--- config.mk ---
export PLATFORM = sky130hd
export DESIGN_NAME = fpu_wb_scheduler
export DESIGN_NICKNAME = d
export VERILOG_FILES = /design/src/rtl/fpu_wb_pkg.sv /design/src/rtl/fpu_wb_slot_tracker.sv /design/src/rtl/fpu_wb_scheduler.sv
export SDC_FILE = /design/constraint.sdc
export NUM_CORES = 1
export LEC_CHECK = 0
export BUFFER_PORTS_ARGS = -buffer_cell sky130_fd_sc_hd__buf_4
export CORE_AREA = 3 3 134 136
export CTS_BUF_LIST = sky130_fd_sc_hd__clkbuf_8
export CTS_CLUSTER_SIZE = 16
export DETAILED_ROUTE_END_ITERATION = 16
export DIE_AREA = 0 0 137 139
export PLACE_DENSITY = 0.38
export SETUP_SLACK_MARGIN = 0.5
export SYNTH_ARGS = -nofsm -noshare
export SYNTH_HDL_FRONTEND = slang
export SYNTH_HIERARCHICAL = 1
export SYNTH_SLANG_ARGS = --single-unit
--- constraint.sdc ---
create_clock -name clock -period 3.9 [get_ports clock]
set_clock_uncertainty 0.15 [all_clocks]
set_input_delay 0.39 -clock clock [delete_from_list [all_inputs] [get_ports clock]]
set_output_delay 0.39 -clock clock [all_outputs]
set_load 0.03 [all_outputs]
--- src/rtl/fpu_wb_pkg.sv ---
// Shared types and width constants for the FP writeback scheduler.
package fpu_wb_pkg;

    localparam int BR_W   = 20;
    localparam int DATA_W = 65;
    localparam int ROB_W  = 7;
    localparam int PREG_W = 7;

    typedef enum logic {
        SCHED_NORMAL,
        SCHED_THROTTLE
    } sched_state_e;

    typedef enum logic {
        WB_SRC_FIX,
        WB_SRC_DIV
    } wb_src_e;

endpackage

--- src/rtl/fpu_wb_slot_tracker.sv ---
// Reservation shift register: one bit per accepted fixed-latency issue, reaching
// the MSB in the same cycle the op's response appears at the pipeline output.
module fpu_wb_slot_tracker #(
    parameter int FIXED_LAT = 4
) (
    input  logic clock,
    input  logic reset,
    input  logic i_issue_fire,
    output logic o_slot_busy
);

    logic [FIXED_LAT-1:0] r_occ;

    always_ff @(posedge clock or negedge reset) begin
        if (!reset) begin
            r_occ <= '0;
        end else begin
            r_occ <= {r_occ[FIXED_LAT-2:0], i_issue_fire};
        end
    end

    assign o_slot_busy = r_occ[FIXED_LAT-1];

endmodule

--- src/rtl/fpu_wb_scheduler.sv ---
// Arbitrates the single FP writeback port between the fixed-latency FPU pipeline
// (always wins) and the div/sqrt unit, throttling fixed issue when div starves.
module fpu_wb_scheduler #(
    parameter int FIXED_LAT    = 4,
    parameter int STARVE_LIMIT = 8,
    parameter int BR_W         = fpu_wb_pkg::BR_W,
    parameter int DATA_W       = fpu_wb_pkg::DATA_W,
    parameter int ROB_W        = fpu_wb_pkg::ROB_W,
    parameter int PREG_W       = fpu_wb_pkg::PREG_W
) (
    input  logic              clock,
    input  logic              reset,
    input  logic              fix_issue_valid,
    output logic              fix_issue_ready,
    input  logic              fix_resp_valid,
    input  logic [DATA_W-1:0] fix_resp_data,
    input  logic [PREG_W-1:0] fix_resp_pdst,
    input  logic [ROB_W-1:0]  fix_resp_rob_idx,
    input  logic              fix_resp_fflags_valid,
    input  logic [4:0]        fix_resp_fflags,
    input  logic              div_resp_valid,
    output logic              div_resp_ready,
    input  logic [BR_W-1:0]   div_resp_br_mask,
    input  logic [DATA_W-1:0] div_resp_data,
    input  logic [PREG_W-1:0] div_resp_pdst,
    input  logic [ROB_W-1:0]  div_resp_rob_idx,
    input  logic [4:0]        div_resp_fflags,
    input  logic [BR_W-1:0]   brupdate_mispredict_mask,
    input  logic [BR_W-1:0]   brupdate_resolve_mask,
    output logic              wb_valid,
    output logic              wb_src,
    output logic [DATA_W-1:0] wb_data,
    output logic [PREG_W-1:0] wb_pdst,
    output logic [ROB_W-1:0]  wb_rob_idx,
    output logic [BR_W-1:0]   wb_br_mask,
    output logic              wb_fflags_valid,
    output logic [4:0]        wb_fflags,
    output logic              sched_err
);

    import fpu_wb_pkg::*;

    localparam int CNT_W = (STARVE_LIMIT > 1) ? $clog2(STARVE_LIMIT) : 1;
    localparam logic [CNT_W-1:0] CNT_MAX = CNT_W'(STARVE_LIMIT - 1);

    sched_state_e     r_state;
    sched_state_e     w_state_nxt;
    logic [CNT_W-1:0] r_wait_cnt;
    logic             r_err;
    logic             w_slot_busy;
    logic             w_issue_ready;
    logic             w_issue_fire;
    logic             w_div_kill;
    logic             w_div_grant;
    logic             w_div_ready;
    logic             w_div_denied;
    wb_src_e          w_src;

    fpu_wb_slot_tracker #(
        .FIXED_LAT (FIXED_LAT)
    ) u_slot_tracker (
        .clock        (clock),
        .reset        (reset),
        .i_issue_fire (w_issue_fire),
        .o_slot_busy  (w_slot_busy)
    );

    // Handshakes are forced low while reset is held so nothing leaks out mid-reset.
    assign w_issue_ready = reset & (r_state == SCHED_NORMAL);
    assign w_issue_fire  = fix_issue_valid & w_issue_ready;
    assign w_div_kill    = div_resp_valid & (|(div_resp_br_mask & brupdate_mispredict_mask));
    assign w_div_grant   = reset & div_resp_valid & ~w_div_kill & ~w_slot_busy;
    assign w_div_ready   = w_div_grant | (reset & w_div_kill);
    assign w_div_denied  = div_resp_valid & ~w_div_ready;

    assign fix_issue_ready = w_issue_ready;
    assign div_resp_ready  = w_div_ready;
    assign wb_valid        = reset & (fix_resp_valid | w_div_grant);
    assign sched_err       = r_err;

    always_comb begin
        w_src           = WB_SRC_FIX;
        wb_data         = fix_resp_data;
        wb_pdst         = fix_resp_pdst;
        wb_rob_idx      = fix_resp_rob_idx;
        wb_br_mask      = '0;
        wb_fflags_valid = fix_resp_fflags_valid;
        wb_fflags       = fix_resp_fflags;
        if (!fix_resp_valid && w_div_grant) begin
            w_src           = WB_SRC_DIV;
            wb_data         = div_resp_data;
            wb_pdst         = div_resp_pdst;
            wb_rob_idx      = div_resp_rob_idx;
            wb_br_mask      = div_resp_br_mask & ~brupdate_resolve_mask;
            wb_fflags_valid = 1'b1;
            wb_fflags       = div_resp_fflags;
        end
    end

    assign wb_src = w_src;

    always_ff @(posedge clock or negedge reset) begin
        if (!reset) begin
            r_err <= 1'b0;
        end else if (fix_resp_valid && !w_slot_busy) begin
            r_err <= 1'b1;
        end
    end

    always_ff @(posedge clock or negedge reset) begin
        if (!reset) begin
            r_wait_cnt <= '0;
        end else if (!w_div_denied) begin
            r_wait_cnt <= '0;
        end else if (r_wait_cnt != CNT_MAX) begin
            r_wait_cnt <= r_wait_cnt + 1'b1;
        end
    end

    always_ff @(posedge clock or negedge reset) begin
        if (!reset) begin
            r_state <= SCHED_NORMAL;
        end else begin
            r_state <= w_state_nxt;
        end
    end

    // Throttling only blocks new issues; in-flight reservations drain within FIXED_LAT.
    always_comb begin
        w_state_nxt = r_state;
        case (r_state)
            SCHED_NORMAL: begin
                if (w_div_denied && (r_wait_cnt == CNT_MAX)) begin
                    w_state_nxt = SCHED_THROTTLE;
                end
            end
            SCHED_THROTTLE: begin
                if (!w_div_denied) begin
                    w_state_nxt = SCHED_NORMAL;
                end
            end
            default: w_state_nxt = SCHED_NORMAL;
        endcase
    end

endmodule

**Word level (Yosys, flattened, before mapping)**

Index checks and enable logic that the tools add are counted.
Widths: inputs -> output; s select.

- Flip-flop bits (word level): 9
- Input bits: 234

- Muxes and demuxes: 12
- Eq/ne operators: 3
- $add $sub $neg: 1
- Reductions and logical operators: 6
- Bitwise logic cells: 18

Operators with widths:

| cell | number |
|---|---|
| $mux 65 | 1 |
| $and 20x20->20 | 2 |
| $mux 20 | 1 |
| $not 20->20 | 1 |
| $reduce_or 20->1 | 1 |
| $mux 7 | 2 |
| $and 1x1->1 | 9 |
| $mux 3 | 2 |
| $mux 5 | 1 |
| $mux 1 | 4 |
| $not 1->1 | 4 |
| $add 3x1->3 const B | 1 |
| $eq 3x3->1 const B | 1 |
| $logic_and 1x1->1 | 3 |
| $ne 3x3->1 const B | 1 |
| $logic_not 1->1 | 2 |
| $ne 2x1->1 const B | 1 |
| $or 1x1->1 | 2 |
| $pmux 1 s2 | 1 |

**Longest topological paths before layout**

Gate-level depths: netlist (run 1).

- Depth after elaboration: 12
- Depth in mapped cells: 7

**Cells and area by module**

The synthesis (run 1) kept the hierarchy.

By module, submodules not included:

| module | area each (um^2) | cells each | instances |
|---|---|---|---|
| fpu_wb_scheduler | 1781.7 | 157 | 1 |
| fpu_wb_slot_tracker | 100.1 | 4 | 1 |

**Worst setup path after synthesis (run 1)**

Ideal clock, no wire load.

- Path kind: input port to output port
- Start: input div_resp_br_mask[4]
- End: output wb_br_mask[0]
- Arrival: 2.059 ns
- Stages: 6
- Data required time: 3.360 ns
- Path buffers: 1
- Path slack: 1.301 ns
- Cell sequence: a22o_1 > a221oi_2 > and3_2 > nand3_1 > clkbuf_1 > nor3b_1

- Cells in the longest elaborated chain, start to end: 8

Ends and longest elaborated chain:

| what | RTL line | text |
|---|---|---|
| from (decl) | fpu_wb_scheduler.sv:23 | `input logic [BR_W-1:0] div_resp_br_mask,` |
| $and 20x20->20 | fpu_wb_scheduler.sv:71 | `assign w_div_kill = div_resp_valid & (\|(div_resp_br_mask & brupdate_mispredict_mask));` |
| $reduce_or 20->1 | fpu_wb_scheduler.sv:71 |  |
| $and 1x1->1 | fpu_wb_scheduler.sv:71 |  |
| $not 1->1 | fpu_wb_scheduler.sv:72 | `assign w_div_grant = reset & div_resp_valid & ~w_div_kill & ~w_slot_busy;` |
| $and 1x1->1 (2 in series) | fpu_wb_scheduler.sv:72 |  |
| $logic_and 1x1->1 | fpu_wb_scheduler.sv:89 | `if (!fix_resp_valid && w_div_grant) begin` |
| $mux 20 | fpu_wb_scheduler.sv:89 |  |
| to (decl) | fpu_wb_scheduler.sv:35 | `output logic [BR_W-1:0] wb_br_mask,` |

Every way passes these cells.

**Worst setup path after layout (run 1)**

- Start: register u_slot_tracker.r_occ[3]
- End: output wb_data[44]

- Cells in the longest elaborated chain, start to end: 4

Ends and longest elaborated chain:

| what | RTL line | text |
|---|---|---|
| from (decl) | fpu_wb_slot_tracker.sv:12 | `logic [FIXED_LAT-1:0] r_occ;` |
| from (signal assigned) | fpu_wb_slot_tracker.sv:18 | `r_occ <= {r_occ[FIXED_LAT-2:0], i_issue_fire};` |
| $not 1->1 | fpu_wb_scheduler.sv:72 |  |
| $and 1x1->1 | fpu_wb_scheduler.sv:72 |  |
| $logic_and 1x1->1 | fpu_wb_scheduler.sv:89 |  |
| $mux 65 | fpu_wb_scheduler.sv:89 |  |
| to (decl) | fpu_wb_scheduler.sv:32 | `output logic [DATA_W-1:0] wb_data,` |

Every way passes these cells.

==> impl_summary.log, run 1 <==
INFO  metric clock_tree.root_cell = clkbuf_8
INFO  metric dominantRegCellSynth = dfrtp_1
INFO  metric synth_edf_count = 0
INFO  metric max-vdd-ir-drop = 0.0000731 V
INFO  metric final.hold.worst_slack = 0.194 ns
INFO  metric power_switching_share = 0.345
INFO  metric combinationalPowerShare = 0.692
INFO  metric syn_area = 1880 sq um
INFO  metric design.core.area = 17100 sq um
INFO  metric crit_path_cell_trace = nor4b_1 -> nand3_4 -> buf_12 -> mux2_4 -> buf_4
INFO  metric cp.arrival = 2.27 ns
INFO  metric synth_seq_cells = 9
INFO  metric worstSetupStartpoint = u_slot_tracker/r_occ[3]
INFO  metric syn_to_final_growth = 152%
INFO  metric max_slew_margin = 0.568
INFO  metric worstSkewPairLatency = 0.23 ns
INFO  metric worst-path-stages = 5
INFO  metric finalMaxSlewViolations = 0
INFO  metric cp.buffers_inverters = 2
INFO  metric drcViolationCount = 0
INFO  metric cpMaxStageDelayCell = nor4b_1
INFO  metric postSynth.asyncResetShare = 1.00
INFO  metric worst_path_dominant_cell_family = simple AND/OR/NAND/NOR gates
INFO  metric worst_hold_path_type = reg -> reg
INFO  metric critical_path.reg2reg.startpoint = r_wait_cnt[0]
INFO  metric first_pass_grt_wire_length = 16.4 mm
INFO  metric final_number_of_setup_violating_endpoints = 0
INFO  metric gr-total-overflow = 0
INFO  metric post_cts_hold_buffer_count = 1
INFO  metric placedCellCount = 720
INFO  metric reg2reg_setup_slack = 2.47 ns
INFO  metric pin_count = 344
INFO  metric tritoncts = done
INFO  metric rsz0062_at_grt = no
INFO  metric crit-reg2reg-capture = r_wait_cnt[2]
INFO  metric intPower = 430 uW
INFO  metric first_pass_iters = 4
INFO  metric critical_path.startpoint_type = register
INFO  metric final_hold_fails = 0
INFO  metric worst_path_largest_cell_delay = 0.59 ns
INFO  metric cts.path.max_buffers = 2
INFO  metric postCtsSetupBuffers = 0
INFO  metric clkPwrFrac = 0.158
INFO  metric worstSetupEndpoint = wb_data[44]
INFO  metric cts_repair_resize_count = 0
INFO  metric timing.critical_path.to_type = output pin
INFO  metric port_buffers = 343
INFO  metric gr-usage-all-layers = 0.112
INFO  metric nets = 737
INFO  metric p_leak = 2.58 nW
INFO  metric fp.dieArea = 19000 sq um
INFO  metric drt_first_iter_violations = 61
INFO  metric timing.max_cap.violations = 0
INFO  metric vias_per_cell = 3.78
INFO  metric routabilityCongestion = 0.821
INFO  metric cts_sinks = 9
INFO  metric first_global_vias = 2940
INFO  metric fin_util = 0.278
INFO  metric peak_clock_frequency_supported_by_timing = 0.356 GHz
INFO  metric total_half_perimeter_wirelength_after_legalization_and_detailed_placement = 10.8 mm
INFO  metric postSynthAreaPerCell = 11.7 sq um
INFO  metric syn-instance-count = 161
INFO  metric finalWorstPathRequiredPeriod = 2.81 ns
INFO  metric drt.antenna.violating_nets = 0
INFO  metric critical_path_class = reg -> out
INFO  metric cts-htree-levels = 1
INFO  metric total_power = 656 uW
INFO  metric grt_max_degree = 85
INFO  metric critical_path.max_fanout = 84
INFO  metric chipHeight = 139 um
INFO  metric layoutNonFillerInstCount = 725
INFO  metric ys_seq_area_frac = 0.120
INFO  metric seq_power_share = 0.150
INFO  metric floorplan.rows = 48
INFO  metric yosysWarnings = 6
INFO  metric power_switching = 227 uW
INFO  metric routed_wire_length_per_instance = 16.8 um
INFO  metric synth_cell_types = 27
INFO  metric cells_on_worst_reg2reg_path = 4
INFO  metric required = 3.36 ns
INFO  metric final_worst_path_cycle_share = 0.720
INFO  metric timing_worst_slew_pin_value = 0.639 ns
INFO  metric route.final.wire_length = 12.1 mm
INFO  metric run_status = completed
INFO  metric setup_tns = 0 ns
INFO  metric n_diodes = 0
INFO  metric cts-buffers-inserted = 3
INFO  metric drive_above_1_share = 0.874
INFO  metric num_vias = 2741
INFO  metric clk_transition_reported_paths = 0.04 ns
INFO  metric initial_utilization = 0.110
INFO  metric die_w = 137 um
INFO  metric powerDensity = 139 nW/um^2
INFO  metric synth_net_count = 397
INFO  metric filler_cell_count = 1834
INFO  metric antenna_found_initial = 0
[power by group through the flow]
| stage | registers, mW | logic (mW) | clock network (mW) |
|---|---|---|---|
| after floorplan | 0.0992 | 0.181 | 0 |
| after global placement | 0.0996 | 0.460 | 0 |
| after detailed placement | 0.0997 | 0.459 | 0 |
| after CTS | 0.0984 | 0.462 | 0.107 |
| after global routing | 0.0987 | 0.482 | 0.111 |
| final | 0.0984 | 0.454 | 0.104 |
[flip-flops by register name, indices dropped and copies added (netlist names)]
name and count:
r_state 1, r_wait_cnt 3, sched_err 1, u_slot_tracker/r_occ 4
[worst register-to-register path: cells and delay by family, from the launching register on]
kind,cells,cell delay (ns)
fa+ha+maj,2,0.45
flops,1,0.38
simple gates,1,0.19
mux,1,0.16
[synthesized netlist by cell type, types with 2 or more instances]
library cell / n / area share
mux2_4: 49 / 0.39
mux2_2: 35 / 0.21
nor3b_1: 22 / 0.088
dfrtp_1: 9 / 0.12
buf_6: 6 / 0.036
a22oi_1: 4 / 0.016
nor2_1: 4 / 0.0080
a221oi_2: 3 / 0.024
a22o_1: 3 / 0.014
buf_2: 3 / 0.0080
inv_1: 3 / 0.0060
and2_1: 2 / 0.0066
clkbuf_1: 2 / 0.0040
ha_1: 2 / 0.013
mux2i_1: 2 / 0.011
[cells in the final DEF (no fill, tap or decap)]
cell and instances:
buf_4 344, mux2_4 49, mux2_2 35, nor3b_1 22, dfrtp_1 9, a22oi_1 4, inv_1 4, nor2_1 4
a22o_1 3, a221oi_2 3, clkbuf_8 3, and2_1 2, mux2i_1 2, ha_1 2, and3_2 1, and4_1 1
nor4b_1 1, nand3_1 1, nand3_4 1, a31oi_1 1, a41oi_1 1, o21ai_0 1, nand2b_1 1, xnor2_1 1
nand2_1 1, a21o_1 1, dlygate4sd3_1 1, buf_12 1
[routing by layer]
metal / up-vias / track usage / wire (um)
met1: 1229 / 0.114 / 4040
met2: 210 / 0.225 / 6530
met4: 0 / 0.0247 / 192
li1: 1294 / - / -
met3: 8 / 0.0272 / 1380
met5: - / 0 / 0
[how the worst min path moves through the flow]
stage | cells after the start | startpoint | to | slack, ns
after floorplan | 0 | reset | r_state | -0.06
after global placement | 1 | reset | sched_err | 0.07
after detailed placement | 1 | reset | sched_err | 0.07
after CTS | 0 | u_slot_tracker/r_occ[2] | u_slot_tracker/r_occ[3] | 0.19
after global routing | 0 | u_slot_tracker/r_occ[2] | u_slot_tracker/r_occ[3] | 0.21
final | 0 | u_slot_tracker/r_occ[2] | u_slot_tracker/r_occ[3] | 0.19
[cell families after synthesis]
group           share of synthesized area
mux                                 0.611
simple gates                        0.129
compound gates                     0.0685
buf+inv                            0.0539
flops                               0.120
fa+ha+maj                          0.0133
xor+xnor                          0.00466
[through the flow]
step | instance area, sq um | worst slack, ns
floorplan | 1880 | 1.30
global placement | 4680 | 1.07
detailed placement | 4680 | 1.04
CTS | 4740 | 1.03
global route | 4740 | 1.01
finish | 4740 | 1.09
[area by class of cell]
| class | count | area [sq um] | share of cell area |
|---|---|---|---|
| clock inverter | 1 | 3.75 | 0.000792 |
| inverter | 3 | 11.3 | 0.00238 |
| timing repair buffer | 346 | 2610 | 0.551 |
| sequential | 9 | 225 | 0.0475 |
| multi-input combinational | 138 | 1560 | 0.330 |
| tap | 225 | 282 | 0.0594 |
| clock buffer | 3 | 41.3 | 0.00871 |
(Power assumes the default switching activity.)
==> run 2, diff against run 1 <==
--- a/config.mk
+++ b/config.mk
@@ -6,12 +6,12 @@
 export NUM_CORES = 1
 export LEC_CHECK = 0
 export BUFFER_PORTS_ARGS = -buffer_cell sky130_fd_sc_hd__buf_4
-export CORE_AREA = 3 3 134 136
+export CORE_AREA = 3 3 131 133
 export CTS_BUF_LIST = sky130_fd_sc_hd__clkbuf_8
 export CTS_CLUSTER_SIZE = 16
 export DETAILED_ROUTE_END_ITERATION = 16
-export DIE_AREA = 0 0 137 139
-export PLACE_DENSITY = 0.38
+export DIE_AREA = 0 0 134 136
+export PLACE_DENSITY = 0.39
 export SETUP_SLACK_MARGIN = 0.5
 export SYNTH_ARGS = -nofsm -noshare
 export SYNTH_HDL_FRONTEND = slang
==> constraint.sdc (replaced) <==
create_clock -name clock -period 2.9 [get_ports clock]
set_clock_uncertainty 0.15 [all_clocks]
set_input_delay 0.29 -clock clock [delete_from_list [all_inputs] [get_ports clock]]
set_output_delay 0.29 -clock clock [all_outputs]
set_load 0.03 [all_outputs]
==> run 2 against run 1 <==
Sequential share of layout area is 0.27 points lower. Worst hold slack worse by 0.071 ns. Sequential cell count stayed put. Critical endpoint is now wb_data[60]. Count of clock-buffer cells in the layout stayed put. Final cell count is 0.14% lower. Critical path type is now in -> out. Non-clock buffer count is 8 higher. Die area is 4.3% lower. Combinational power is 37% higher. Register-to-register slack worse by 0.99 ns. Global-route usage is 0.77 points higher. Setup slack worse by 0.57 ns. Via count is 2.3% higher.
==> impl_summary.log, run 2 (synthesized netlist as in run 1, its figures left out) <==
INFO  metric drive_above_1_share = 0.898 (+0.0236)
INFO  metric design.core.area = 15900 sq um (-6.5%)
INFO  metric mostFrequentLayoutCells = buf_4, mux2_4, mux2_2, buf_6, nor3b_1
INFO  metric final_common_cell = buf_4
INFO  metric combinationalPowerShare = 0.696 (+0.004)
INFO  metric gr-usage-all-layers = 0.120 (+0.00773)
INFO  metric placedCellCount = 713 (-0.97%)
INFO  metric gr-total-overflow = 0 (unchanged)
INFO  metric final_number_of_setup_violating_endpoints = 0 (unchanged)
INFO  metric port_buffers = 343 (unchanged)
INFO  metric hold_critical_path_depth = 2 (+2)
INFO  metric max-vdd-ir-drop = 0.0000897 V (+23%)
INFO  metric n_diodes = 0 (unchanged)
INFO  metric peak_clock_frequency_supported_by_timing = 0.420 GHz
INFO  metric min-delay-start = fix_issue_valid
INFO  metric largest_register = u_slot_tracker/r_occ
INFO  metric pin_count = 344 (unchanged)
INFO  metric fp.dieArea = 18200 sq um (-4.3%)
INFO  metric cts.path.max_buffers = 2 (unchanged)
INFO  metric first_pass_iters = 3 (-1)
INFO  metric finalMaxSlewViolations = 0 (unchanged)
INFO  metric drt.antenna.violating_nets = 0 (unchanged)
INFO  metric worst_hold_path_type = in -> reg
INFO  metric cts-buffers-inserted = 3 (unchanged)
INFO  metric final_area = 5020 sq um (+5.9%)
INFO  metric chipHeight = 136 um (-2.2%)
INFO  metric first_pass_grt_wire_length = 17.2 mm (+5.0%)
INFO  metric num_vias = 2804 (+2.3%)
INFO  metric setup_ws = 0.518 ns (-0.574 ns)
INFO  metric power_switching_share = 0.341 (-0.00422)
INFO  metric power_switching = 306 uW (+35%)
INFO  metric initial_utilization = 0.118 (+0.00771)
INFO  metric max_slew_margin = 0.682 (+0.114)
INFO  metric syn_to_final_growth = 167%
INFO  metric tritoncts = done
INFO  metric placed_area = 4690 sq um (about the same)
INFO  metric first_global_vias = 3174 (+8.0%)
INFO  metric grt_busiest_layer = met2
INFO  metric multiInputGateArea = 1620 sq um (+3.8%)
INFO  metric grt_max_degree = 41 (-52%)
INFO  metric required = 2.46 ns (-0.90 ns)
INFO  metric p_leak = 2.70 nW (+4.7%)
INFO  metric grt.met3_usage = 0.0311 (+0.00387)
INFO  metric filler_cell_count = 1682 (-8.3%)
INFO  metric critical_path.max_fanout = 40 (-52%)
INFO  metric critical_path.reg2reg.startpoint = r_wait_cnt[0]
INFO  metric intPower = 591 uW (+38%)
INFO  metric grt_use_met1 = 0.117 (+0.00295)
INFO  metric route.final.wire_length = 12.4 mm (+2.0%)
INFO  metric clock_tree.root_cell = clkbuf_8
INFO  metric timing_worst_slew_pin_value = 0.475 ns (-0.164 ns)
INFO  metric grtUsageMet2 = 0.254 (+0.0294)
INFO  metric floorplan.rows = 46 (-4.2%)
INFO  metric area.sequential = 225 sq um (unchanged)
INFO  metric reg2reg_setup_slack = 1.48 ns (-0.99 ns)
INFO  metric hold_path_end = u_slot_tracker/r_occ[0]
INFO  metric powerDensity = 179 nW/um^2 (+29%)
INFO  metric largest_register_ffs = 4 (unchanged)
INFO  metric critical_path.startpoint_type = input pin
INFO  metric cells_on_worst_reg2reg_path = 4 (unchanged)
INFO  metric setup_tns = 0 ns (unchanged)
INFO  metric run_status = completed
INFO  metric dp_slack = 0.337 ns (-0.699 ns)
INFO  metric antenna_found_initial = 0 (unchanged)
INFO  metric critical_path_class = in -> out
INFO  metric final_worst_path_cycle_share = 0.822
INFO  metric nets = 745 (+1.1%)
INFO  metric die_w = 134 um (-2.2%)
INFO  metric timing.critical_path.to_type = output pin
INFO  metric routed_wire_length_per_instance = 17.1 um (+2.1%)
INFO  metric largest_registers = u_slot_tracker/r_occ: 4 flops, r_wait_cnt: 3 flops
INFO  metric cp.arrival = 1.94 ns (-0.33 ns)
INFO  metric final_hold_fails = 0 (unchanged)
INFO  metric layoutNonFillerInstCount = 724 (-0.14%)
INFO  metric finalWorstPathRequiredPeriod = 2.38 ns
INFO  metric timing.max_cap.violations = 0 (unchanged)
INFO  metric clk_transition_reported_paths = 0.04 ns (about the same)
INFO  metric drcViolationCount = 0 (unchanged)
INFO  metric drt_first_iter_violations = 44 (-28%)
INFO  metric clkPwrFrac = 0.156 (-0.002)
INFO  metric total_half_perimeter_wirelength_after_legalization_and_detailed_placement = 10.4 mm (-3.5%)
INFO  metric crit-reg2reg-capture = r_wait_cnt[1]
INFO  metric vias_per_cell = 3.87 (+2.4%)
INFO  metric rsz0062_at_grt = yes
INFO  metric routabilityCongestion = 0.774 (-5.6%)
INFO  metric worstSkewPairLatency = 0.23 ns (about the same)
INFO  metric seq_power_share = 0.148 (-0.002)
INFO  metric cts-htree-levels = 1 (unchanged)
INFO  metric cts_sinks = 9 (unchanged)
[run 2: cell type report]
type | count | share of cell area
flip-flops and latches | 9 | 0.0449
repair buffers | 354 | 0.567
clock buffers | 3 | 0.00823
clock inverters | 1 | 0.000748
well taps | 216 | 0.0539
multi-input cells | 138 | 0.323
inverters | 3 | 0.00224
[run 2: stage by stage]
| step | util | total power, mW | hold slack [ns] |
|---|---|---|---|
| 2_1_floorplan | - | 0.376 | -0.156 |
| 3_3_place_gp | 0.294 | 0.743 | -0.0288 |
| 3_5_place_dp | 0.294 | 0.745 | -0.0242 |
| 4_1_cts | 0.306 | 0.899 | 0.114 |
| 5_1_grt | 0.315 | 0.946 | 0.120 |
| 6_report | 0.315 | 0.897 | 0.123 |
[run 2: power groups by stage]
| stage | Clock (mW) | Combinational, mW | Sequential, mW |
|---|---|---|---|
| 6_report | 0.140 | 0.624 | 0.132 |
| 5_1_grt | 0.153 | 0.660 | 0.132 |
| 4_1_cts | 0.146 | 0.620 | 0.132 |
| 3_5_place_dp | 0 | 0.611 | 0.134 |
| 3_3_place_gp | 0 | 0.609 | 0.134 |
| 2_1_floorplan | 0 | 0.243 | 0.133 |
[run 2: worst max-delay path by stage]
stage,startpoint,endpoint,slack (ns),depth (start not counted)
6_report,div_resp_br_mask[2],wb_data[60],0.52,8
5_1_grt,u_slot_tracker/r_occ[3],wb_data[60],0.45,6
2_1_floorplan,div_resp_br_mask[4],wb_br_mask[0],0.50,6
4_1_cts,u_slot_tracker/r_occ[3],wb_data[30],0.46,7
3_5_place_dp,div_resp_br_mask[2],wb_data[58],0.34,8
3_3_place_gp,div_resp_br_mask[2],wb_data[58],0.37,8
[run 2: routing by layer]
| layer | part of all wire | wire (um) | vias to the layer above |
|---|---|---|---|
| met3 | 0.097 | 1210 | 8 |
| met5 | 0 | 0 | - |
| li1 | - | - | 1316 |
| met1 | 0.32 | 4010 | 1276 |
| met2 | 0.57 | 7070 | 204 |
| met4 | 0.0080 | 99 | 0 |
[run 2: what timing repair did]
action | in CTS | in global routing
endpoints found under the setup margin | 69 | 103
endpoints found under the hold margin | 9 | 0
setup buffers | 3 | 0
pin swaps | 0 | 4
cloned | 2 | 1
hold buffers | 1 | 0
resized for setup | 13 | 27
[run 2: worst max-delay path: stages]
cell      delay [ns]
buf_4           0.11
a22o_1          0.20
a221oi_2        0.19
and3_4          0.24
nand3_4         0.11
buf_8           0.25
mux2_4          0.34
buf_4           0.17
==> run 3, diff against run 2 <==
==> constraint.sdc (replaced) <==
create_clock -name clock -period 2.2 [get_ports clock]
set_clock_uncertainty 0.15 [all_clocks]
set_input_delay 0.22 -clock clock [delete_from_list [all_inputs] [get_ports clock]]
set_output_delay 0.22 -clock clock [all_outputs]
set_load 0.03 [all_outputs]
==> run 3 against run 2 <==
The run now ends with setup timing left. Global-route usage decreased by 0.052 points. Non-clock buffer count up 8. Worst hold slack got worse by 0.067 ns. Register-to-register slack worse by 0.68 ns. Count of clock-buffer cells in the layout unchanged. Combinational power is 35% higher.
==> impl_summary.log, run 3 (synthesized netlist as in run 1, its figures left out) <==
INFO  metric peak_clock_frequency_supported_by_timing = 0.438 GHz
INFO  metric cts.path.max_buffers = 2 (unchanged)
INFO  metric placedCellCount = 718 (+0.70%)
INFO  metric cp.buffers_inverters = 3 (unchanged)
INFO  metric intPower = 785 uW (+33%)
INFO  metric first_pass_iters = 4 (+1)
INFO  metric worst_path_dominant_cell_family = buffers and inverters
INFO  metric total_power = 1.20 mW (+34%)
INFO  metric worstSetupEndpoint = wb_data[63]
INFO  metric max_slew_margin = 0.794 (+0.112)
INFO  metric drt_first_iter_violations = 47 (+6.8%)
INFO  metric combinationalPowerShare = 0.700 (+0.004)
INFO  metric port_buffers = 343 (unchanged)
INFO  metric num_vias = 2738 (-2.4%)
INFO  metric cts-htree-levels = 1 (unchanged)
INFO  metric cpMaxStageDelayCell = dfrtp_1
INFO  metric die_w = 134 um (unchanged)
INFO  metric dp_slack = -0.0504 ns (-0.387 ns)
INFO  metric n_diodes = 0 (unchanged)
INFO  metric route.final.wire_length = 12.6 mm (+2.0%)
INFO  metric clock_tree.root_cell = clkbuf_8
INFO  metric crit-reg2reg-capture = r_wait_cnt[1]
INFO  metric drcViolationCount = 0 (unchanged)
INFO  metric worst_hold_path_type = in -> reg
INFO  metric first_pass_grt_wire_length = 17.1 mm (-0.80%)
INFO  metric finalWorstPathRequiredPeriod = 2.28 ns
INFO  metric largest_registers = u_slot_tracker/r_occ: 4 flops, r_wait_cnt: 3 flops
INFO  metric critical_path.reg2reg.startpoint = r_wait_cnt[0]
INFO  metric cts_sinks = 9 (unchanged)
INFO  metric gr-usage-all-layers = 0.119 (-0.000517)
INFO  metric tritoncts = done
INFO  metric routed_wire_length_per_instance = 17.3 um (+0.88%)
INFO  metric filler_cell_count = 1672 (-0.59%)
INFO  metric worst-path-stages = 6 (-2)
INFO  metric power_switching_share = 0.346 (+0.00480)
INFO  metric syn_to_final_growth = 185%
INFO  metric reg2reg_setup_slack = 0.80 ns (-0.68 ns)
INFO  metric p_leak = 2.85 nW (+5.8%)
INFO  metric area.sequential = 225 sq um (unchanged)
INFO  metric timing_worst_slew_pin_value = 0.309 ns (-0.166 ns)
INFO  metric critPathMostFrequentCell = buf_4
INFO  metric final_hold_fails = 0 (unchanged)
INFO  metric run_status = finished, violations left
INFO  metric rsz0062_at_grt = yes
INFO  metric drt.antenna.violating_nets = 0 (unchanged)
INFO  metric seq_power_share = 0.145 (-0.003)
INFO  metric largest_register_ffs = 4 (unchanged)
INFO  metric worstSetupStartpoint = u_slot_tracker/r_occ[3]
INFO  metric setup_tns = -3.43 ns (-3.43 ns)
INFO  metric antenna_found_initial = 0 (unchanged)
INFO  metric worstSkewPairLatency = 0.23 ns (about the same)
INFO  metric clkPwrFrac = 0.155 (about the same)
INFO  metric multiInputGateArea = 1840 sq um (+13%)
INFO  metric initial_utilization = 0.118 (unchanged)
INFO  metric largest_register = u_slot_tracker/r_occ
INFO  metric floorplan.rows = 46 (unchanged)
INFO  metric timing.max_cap.violations = 0 (unchanged)
INFO  metric final_worst_path_cycle_share = 1.04
INFO  metric final_number_of_setup_violating_endpoints = 93 (+93)
INFO  metric worst_path_largest_cell_delay = 0.38 ns (+0.04 ns)
INFO  metric crit_path_cell_trace = nor4b_2 -> buf_4 -> nand3_4 -> buf_12 -> mux2_4 -> buf_4
INFO  metric powerDensity = 224 nW/um^2 (+25%)
INFO  metric clk_transition_reported_paths = 0.05 ns (about the same)
INFO  metric grt.met3_usage = 0.0248 (-0.00629)
INFO  metric total_half_perimeter_wirelength_after_legalization_and_detailed_placement = 11.0 mm (+5.4%)
INFO  metric required = 1.83 ns (-0.63 ns)
INFO  metric cells_on_worst_reg2reg_path = 4 (unchanged)
INFO  metric setup_ws = -0.0805 ns (-0.598 ns)
INFO  metric gr-total-overflow = 0 (unchanged)
INFO  metric routabilityCongestion = 0.832 (+7.4%)
INFO  metric layoutNonFillerInstCount = 732 (+1.1%)
INFO  metric violated_checks = setup timing
INFO  metric grt_max_degree = 46 (+12%)
INFO  metric max-vdd-ir-drop = 0.000179 V (+99%)
INFO  metric critical_path.max_fanout = 45 (+13%)
INFO  metric final_common_cell = buf_4
INFO  metric nets = 753 (+1.1%)
INFO  metric cts-buffers-inserted = 3 (unchanged)
INFO  metric grtUsageMet2 = 0.224 (-0.0298)
INFO  metric critical_path_class = reg -> out
INFO  metric pin_count = 344 (unchanged)
INFO  metric mostFrequentLayoutCells = buf_4, mux2_4, mux2_2, buf_6, nor3b_4
INFO  metric critical_path.startpoint_type = register
INFO  metric grt_use_met1 = 0.143 (+0.0264)
INFO  metric design.core.area = 15900 sq um (unchanged)
INFO  metric timing.critical_path.to_type = output pin
INFO  metric cp.arrival = 1.91 ns (-0.03 ns)
INFO  metric vias_per_cell = 3.74 (-3.4%)
INFO  metric finalMaxSlewViolations = 0 (unchanged)
INFO  metric drive_above_1_share = 0.932 (+0.0345)
INFO  metric fp.dieArea = 18200 sq um (unchanged)
INFO  metric power_switching = 415 uW (+36%)
INFO  metric first_global_vias = 2800 (-12%)
INFO  metric grt_busiest_layer = met2
INFO  metric chipHeight = 136 um (unchanged)
## run 3: metrics by stage
| stage | instance area [sq um] | utilization | hold slack, ns |
|---|---|---|---|
| 2_1_floorplan | 2170 | - | -0.226 |
| 3_3_place_gp | 5000 | 0.314 | -0.0000530 |
| 3_5_place_dp | 5000 | 0.314 | 0.0000662 |
| 4_1_cts | 5330 | 0.335 | 0.0478 |
| 5_1_grt | 5360 | 0.336 | 0.0593 |
| 6_report | 5360 | 0.336 | 0.0555 |
## run 3: per-layer routing
metal / routed length (um) / part of all wire
met5: 0 / 0
met4: 98 / 0.0078
met3: 1010 / 0.080
met2: 6740 / 0.53
met1: 4790 / 0.38
## run 3: timing repair
item	in CTS	in global routing
hold buffers	1	0
resized for setup	35	5
hold endpoints to repair	9	0
pin swaps	5	9
endpoints found under the setup margin	108	110
buffers inserted	6	0
cloned	3	0
## run 3: how the worst min path moves through the flow
| stage | start | endpoint | cells past startpoint |
|---|---|---|---|
| floorplan | reset | r_state | 0 |
| global placement | reset | sched_err | 2 |
| detailed placement | reset | sched_err | 2 |
| CTS | fix_issue_valid | u_slot_tracker/r_occ[0] | 2 |
| global route | fix_issue_valid | u_slot_tracker/r_occ[0] | 2 |
| finish | fix_issue_valid | u_slot_tracker/r_occ[0] | 2 |
## run 3: power by group through the flow
stage          registers [mW]  clock network [mW]  logic (mW)
2_1_floorplan           0.176                   0       0.332
3_3_place_gp            0.177                   0       0.831
3_5_place_dp            0.177                   0       0.833
4_1_cts                 0.174               0.194       0.847
5_1_grt                 0.175               0.201       0.887
6_report                0.174               0.186       0.841
## run 3: worst reg2reg max path, delay by kind of cell (launching register included)
| family | cells | cell delay [ns] |
|---|---|---|
| flops | 1 | 0.38 |
| simple gates | 1 | 0.17 |
| mux | 1 | 0.14 |
| fa+ha+maj | 2 | 0.46 |
## run 3: area by class of cell
cell class                      instances  share of cell area
Clock buffer                            3             0.00770
Clock inverter                          1            0.000700
Multi-Input combinational cell        138               0.343
Inverter                                3             0.00280
Timing Repair Buffer                  362               0.553
Sequential cell                         9              0.0420
Tap cell                              216              0.0504
